==> config.mk <==
export PLATFORM = sky130hd
export DESIGN_NAME = stream_demux_1to2
export DESIGN_NICKNAME = d
export VERILOG_FILES = /design/src/rtl/stream_demux_1to2.sv
export SDC_FILE = /design/constraint.sdc
export NUM_CORES = 1
export LEC_CHECK = 0
export CAP_MARGIN = 20
export CORE_ASPECT_RATIO = 0.5
export CORE_MARGIN = 10
export CORE_UTILIZATION = 46
export CTS_CLUSTER_DIAMETER = 100
export DETAILED_ROUTE_END_ITERATION = 8
export PLACE_DENSITY = 0.87
export SYNTH_ARGS = -nofsm -noshare
export SYNTH_HDL_FRONTEND = slang
export SYNTH_SLANG_ARGS = --single-unit
==> constraint.sdc <==
create_clock -name clk -period 1.8 [get_ports clk]
set_clock_uncertainty 0.15 [all_clocks]
set_input_delay 0.54 -clock clk [delete_from_list [all_inputs] [get_ports clk]]
set_output_delay 0.54 -clock clk [all_outputs]
set_load 0.03 [all_outputs]
==> src/rtl/stream_demux_1to2.sv <==
// stream_demux_1to2: routes one valid/ready stream to one of two outputs.
// Ports: clk, rst_n, in_* producer side, out0_*/out1_* consumer sides,
// plus cnt0/cnt1 handshake counters when DEMUX_COUNT_EN is defined.
// Each output owns a DEPTH-entry FIFO so a stalled consumer never blocks
// beats addressed to the other one.
module stream_demux_1to2 #(
  parameter int WIDTH = 16,
  parameter int DEPTH = 2
) (
  input  logic             clk,
  input  logic             rst_n,
  input  logic [WIDTH-1:0] in_data,
  input  logic             in_sel,
  input  logic             in_valid,
  output logic             in_ready,
  output logic [WIDTH-1:0] out0_data,
  output logic             out0_valid,
  input  logic             out0_ready,
  output logic [WIDTH-1:0] out1_data,
  output logic             out1_valid,
  input  logic             out1_ready
`ifdef DEMUX_COUNT_EN
  ,
  output logic [15:0]      cnt0,
  output logic [15:0]      cnt1
`endif
);

  localparam int AW = (DEPTH > 1) ? $clog2(DEPTH) : 1;
  localparam int CW = $clog2(DEPTH + 1);

  logic [1:0]       full;
  logic [1:0]       empty;
  logic [1:0]       push;
  logic [1:0]       pop;
  logic [1:0]       rdy_out;
  logic [WIDTH-1:0] head [2];

  assign rdy_out = {out1_ready, out0_ready};

  // Depends only on in_sel and registered occupancy, never on outN_ready.
  assign in_ready = ~full[in_sel];

  for (genvar g = 0; g < 2; g++) begin : g_fifo
    logic [WIDTH-1:0] mem_q [DEPTH];
    logic [AW-1:0]    wptr_q;
    logic [AW-1:0]    wptr_d;
    logic [AW-1:0]    rptr_q;
    logic [AW-1:0]    rptr_d;
    logic [CW-1:0]    occ_q;
    logic [CW-1:0]    occ_d;

    assign full[g]  = (occ_q == CW'(DEPTH));
    assign empty[g] = (occ_q == '0);
    assign push[g]  = in_valid & in_ready
                    & (in_sel == (g != 0));
    assign pop[g]   = ~empty[g] & rdy_out[g];
    assign head[g]  = empty[g] ? '0 : mem_q[rptr_q];

    always_comb begin
      wptr_d = wptr_q;
      rptr_d = rptr_q;
      occ_d  = occ_q;
      if (push[g]) wptr_d = wptr_q + AW'(1);
      if (pop[g])  rptr_d = rptr_q + AW'(1);
      unique case ({push[g], pop[g]})
        2'b10:   occ_d = occ_q + CW'(1);
        2'b01:   occ_d = occ_q - CW'(1);
        default: occ_d = occ_q;
      endcase
    end

    always_ff @(posedge clk or negedge rst_n) begin
      if (!rst_n) begin
        wptr_q <= '0;
        rptr_q <= '0;
        occ_q  <= '0;
      end else begin
        wptr_q <= wptr_d;
        rptr_q <= rptr_d;
        occ_q  <= occ_d;
      end
    end

    // Storage is not reset; the zeroed occupancy hides stale entries.
    always_ff @(posedge clk) begin
      if (push[g]) mem_q[wptr_q] <= in_data;
    end
  end

  assign out0_valid = ~empty[0];
  assign out1_valid = ~empty[1];
  assign out0_data  = head[0];
  assign out1_data  = head[1];

`ifdef DEMUX_COUNT_EN
  logic [15:0] cnt0_q;
  logic [15:0] cnt0_d;
  logic [15:0] cnt1_q;
  logic [15:0] cnt1_d;

  always_comb begin
    cnt0_d = cnt0_q;
    cnt1_d = cnt1_q;
    if (pop[0]) cnt0_d = cnt0_q + 16'd1;
    if (pop[1]) cnt1_d = cnt1_q + 16'd1;
  end

  always_ff @(posedge clk or negedge rst_n) begin
    if (!rst_n) begin
      cnt0_q <= '0;
      cnt1_q <= '0;
    end else begin
      cnt0_q <= cnt0_d;
      cnt1_q <= cnt1_d;
    end
  end

  assign cnt0 = cnt0_q;
  assign cnt1 = cnt1_q;
`endif

endmodule

After elaboration in Yosys (flattened, before gate mapping) --
Memory sizes are Yosys's and may differ from the RTL's. Cells that the tools add are included.
Storage, ports and cells: bits in writable memories 64, bits in read-only memories 0, output and inout port bits 35, memories 2, word-level logic and storage cells 46, latch bits 0, flip-flop bits (word level) 8, input port bits 22
Operators by class: multiply operators 0, bitwise gates (word level) 9, div/mod/pow operators 0, $add $sub $neg 8, mux-type cells 10, shifts and indexed selects 0, magnitude comparators 1, equal/unequal tests 6, reduce and logical (&&, ||, !) cells 4
Memory list:
- g_fifo[0].mem_q | words 2, bits a word 16, rd ports 1, clocked after Yosys merged registers in 0, wr ports 1, line 45 | logic [WIDTH-1:0] mem_q [DEPTH];
- g_fifo[1].mem_q | words 2, bits a word 16, rd ports 1, clocked after Yosys merged registers in 0, wr ports 1, line 45
Operators with widths (number):
- $mux 16 | 2
- $eq 2x2->1 const B | 4
- $pmux 2 s2 | 2
- $mux 1 | 6
- $and 1x1->1 | 5
- $add 1x1->1 const B | 4
- $add 2x1->2 const B | 2
- $eq 2x1->1 const B | 2
- $logic_not 2->1 | 2
- $not 1->1 | 4
- $reduce_bool 2->1 | 2
- $sub 2x1->2 const B | 2
- $lt 1x2->1 const B | 1

Logic depth before layout (Yosys ltp) --
depth after elaboration 8, depth in mapped cells 6

Worst setup path before layout --
OpenSTA, ideal clock, no wires.
path kind input port to flip-flop, start point input port in_sel, end point memory g_fifo[0].mem_q[1][0], enable pin, arrival time 1.490 ns, data required time 1.261 ns, slack -0.229 ns, buffers on the path 0, library setup time 0.389 ns, cell stages on the path 2, path through nand3b_2 > nor2_1
Between the ends: cells in the longest elaborated chain, start to end 7, elaborated cells on any way between the ends 8
RTL lines:
- start, declared | line 13 | input logic in_sel,
- $mux 1 (not written as such) (2 in a row) | line 42 | assign in_ready = ~full[in_sel];
- $not 1->1 | line 42
- $and 1x1->1 | line 55 | assign push[g] = in_valid & in_ready
- $and 1x1->1 * | line 56 | & (in_sel == (g != 0));
- $mux 1 * | line 87 | if (push[g]) mem_q[wptr_q] <= in_data;
- $mux 1 (not written as such) * | line 87
- end, declared | line 45
Every way passes the cells marked *; elsewhere a longest branch is shown, timed or not. The select of a mux whose other input is x is not followed.

Final worst setup path --
start point register g_fifo[0].occ_q[0], end point output port out0_data[4]
Between the ends: cells in the longest elaborated chain, start to end 2
RTL lines:
- start, declared | line 50 | logic [CW-1:0] occ_q;
- start signal, assigned | line 77 | occ_q <= '0;
- start signal, assigned | line 81 | occ_q <= occ_d;
- $logic_not 2->1 | line 54 | assign empty[g] = (occ_q == '0);
- $mux 16 | line 58 | assign head[g] = empty[g] ? '0 : mem_q[rptr_q];
- end, declared | line 16 | output logic [WIDTH-1:0] out0_data,
No other way between the ends.

==> run summary <==
Worst Hold Class -> primary input to async pin
First-pass DRT Iterations -> 5
Slew HR -> 0.737
Core Footprint -> 0.00603 mm^2
reg-to-reg endpoint -> g_fifo[0].occ_q[1]
Port Buffers -> 56
maximum clock insertion buffer count -> 2
H-tree Lvls -> 3
Critical Path Fanout Max -> 8
gpl congestion -> 0.773
Post-DRT Antenna Nets -> 0
CP Data Arrival Time -> 1.53 ns
Via Count -> 2017
reg2reg start -> g_fifo[0].occ_q[0]
first-pass GRT wire length -> 13000 um
register clock-pin slew on the reported worst setup and hold paths -> 0.06 ns
Worst-Margin Slew -> 0.393 ns
Mapped Area -> 0.00284 mm^2
I/O pin total -> 57
Critical Path RT -> 1.11 ns
clock buffer count from CTS -> 9
Distinct cells, synth -> 18
status -> finished, violations left
vias in the first global route -> 2064
row cnt -> 20
maxcap violations -> 0
synth top area cells -> edfxtp_1 (68%), mux2i_1 (11%), dfrtp_1 (7.1%)
Layout Cells excl Fill -> 368
Initial DRC Count -> 199
fin nets -> 299
clk root buf -> clkbuf_16
Reg2Reg Setup Slack -> -0.24 ns
RSZ-0062 raised after global routing -> true
DP Worst Slack -> -0.856 ns
DR DRC count -> 0
DIE AREA -> 0.00990 mm^2
fin crit share -> 1.23
post-DR vias/cell -> 5.48
Worst Setup End Kind -> primary output
DIE HEIGHT -> 75.5 um
layout cell share with drive strength beyond 1 -> 0.518
initial antenna violation count -> 0
post-route setup slack -> -0.423 ns
Fmax -> 450 MHz
final setup vio count -> 83
failing checks -> setup timing
Routed WL per cell -> 27.3 um
Syn Area/Cell -> 16.4 um^2
area leader, netlist -> edfxtp_1
Detailed Place HPWL -> 4470 um
gr usage total -> 0.187
diode count -> 0
min Tclk post-route -> 2.22 ns
number of synthesized register bits -> 72
Worst Hold Margin -> 0.340 ns
Worst Path Class, Setup -> flip-flop to primary output
PD cells -> 2050 mW/mm^2
Die Wd -> 131 um
Synth Net Count -> 197
Hold Vio Cnt, Final -> 0
Hold-fix buffers, CTS -> 0
leakage -> 0.00178 uW
post-synth top area share -> 0.677
CTS tree -> built
overall power -> 9470 uW
depth of the worst register-to-register path -> 9
Clock Latency Late Sink -> 0.34 ns
Area Growth Syn to Fin -> 63.0%
Ys Warns -> 0
Max VDD drop -> 0.00102 V
cell count after placement -> 334
Startpoint Class -> flip-flop
post-synthesis sequential area ratio -> 0.748
Remaining Overflow, GRT -> 0
Cells after Synth -> 173
Slew Viols, Final -> 0
largest net degree at the start of global routing -> 18
# clock sinks -> 72
Initial Util -> 0.471
Final Routed Wirelength -> 10000 um
[cell usage in the layout (no fill, tap or decap)]
cell,instances
buf_12,8
buf_4,27
buf_6,37
buf_8,2
bufinv_16,3
clkbuf_16,11
clkdlybuf4s50_1,20
clkinv_2,1
clkinvlp_4,2
dfrtp_1,5
dfrtp_2,3
dlygate4sd2_1,1
edfxtp_1,64
ha_4,2
inv_1,3
inv_2,1
inv_6,1
mux2_4,1
mux2i_1,21
mux2i_2,3
mux2i_4,8
nand2b_1,1
nand2b_4,1
nand3_2,1
nand3b_4,1
nor2_1,12
nor2_2,14
nor2_4,14
nor2b_2,1
nor2b_4,1
xnor2_1,4
xnor2_2,2
xor2_1,4
[power by group]
| group | internal (uW) | switching [uW] |
|---|---|---|
| Clock | 1360 | 741 |
| Sequential | 2140 | 233 |
| Combinational | 2320 | 2680 |
| Total | 5810 | 3660 |
[synthesized netlist by cell type]
master,instances
buf_2,1
buf_4,3
buf_6,2
dfrtp_1,8
edfxtp_1,64
ha_1,2
inv_1,4
mux2_2,1
mux2i_1,32
nand2b_1,2
nand3_1,1
nand3b_2,1
nor2_1,38
nor2_2,1
nor2_4,1
nor2b_2,2
xnor2_1,6
xor2_1,4
[how the worst max path moves through the flow]
stage / from / endpoint / depth (start not counted)
after global placement: in_sel / in_ready / 3
after global routing: g_fifo[1].rptr_q / out1_data[14] / 4
after floorplan: in_sel / g_fifo[0].mem_q[1][0] / 2
final: g_fifo[0].occ_q[0] / out0_data[4] / 5
after detailed placement: in_sel / in_ready / 3
after CTS: g_fifo[0].occ_q[0] / out0_data[9] / 5
[layer usage]
layer,vias to the layer above,track usage,part of all wire
li1,828,-,-
met1,1027,0.215,0.39
met2,143,0.322,0.49
met3,19,0.0528,0.094
met4,0,0.0906,0.023
met5,-,0,0
[registers in the layout, summed over array words and instances, names as in the netlist]
name           flops
g_fifo.mem_q      64
g_fifo.occ_q       4
g_fifo.rptr_q      2
g_fifo.wptr_q      2
[through the flow]
stage,cell area [um^2],setup TNS [ns],utilization
finish,4630,-14.36,0.767
global placement,3640,-28.16,0.603
detailed placement,3640,-31.06,0.603
CTS,4370,-10.61,0.725
floorplan,2890,-7.32,-
global route,4630,-16.56,0.767
[timing repair]
item | CTS | global route
cloned | 1 | 4
setup buffers | 8 | 6
gates resized for setup | 92 | 40
setup endpoints to repair | 103 | 102
pin swaps | 10 | 7
[logic make-up (layout without fill, tap and decap cells)]
| family | Yosys count | after routing | share of synthesized area |
|---|---|---|---|
| multiplexers | 33 | 33 | 0.117 |
| AND/OR/NAND/NOR | 46 | 46 | 0.0728 |
| adder cells (fa/ha/maj) | 2 | 2 | 0.00882 |
| buffers and inverters | 10 | 117 | 0.0229 |
| XOR/XNOR | 10 | 10 | 0.0309 |
| flip-flops | 72 | 72 | 0.748 |
[worst max-delay path: stages (launching register included)]
cell and delay (ns):
dfrtp_1 0.42, buf_6 0.15, nor2_4 0.20, clkbuf_16 0.22, nor2_2 0.06, buf_6 0.14
[layout make-up]
type                       instances  area, um^2
clock buffer                       9         225
clock inverter                     7         119
fill                             278        1410
inverter                           4        15.0
multi-input combinational         91         962
sequential                        72        2130
tap                               88         110
timing repair buffer              97        1070
No activity file was read; power rests on OpenSTA's default activity.
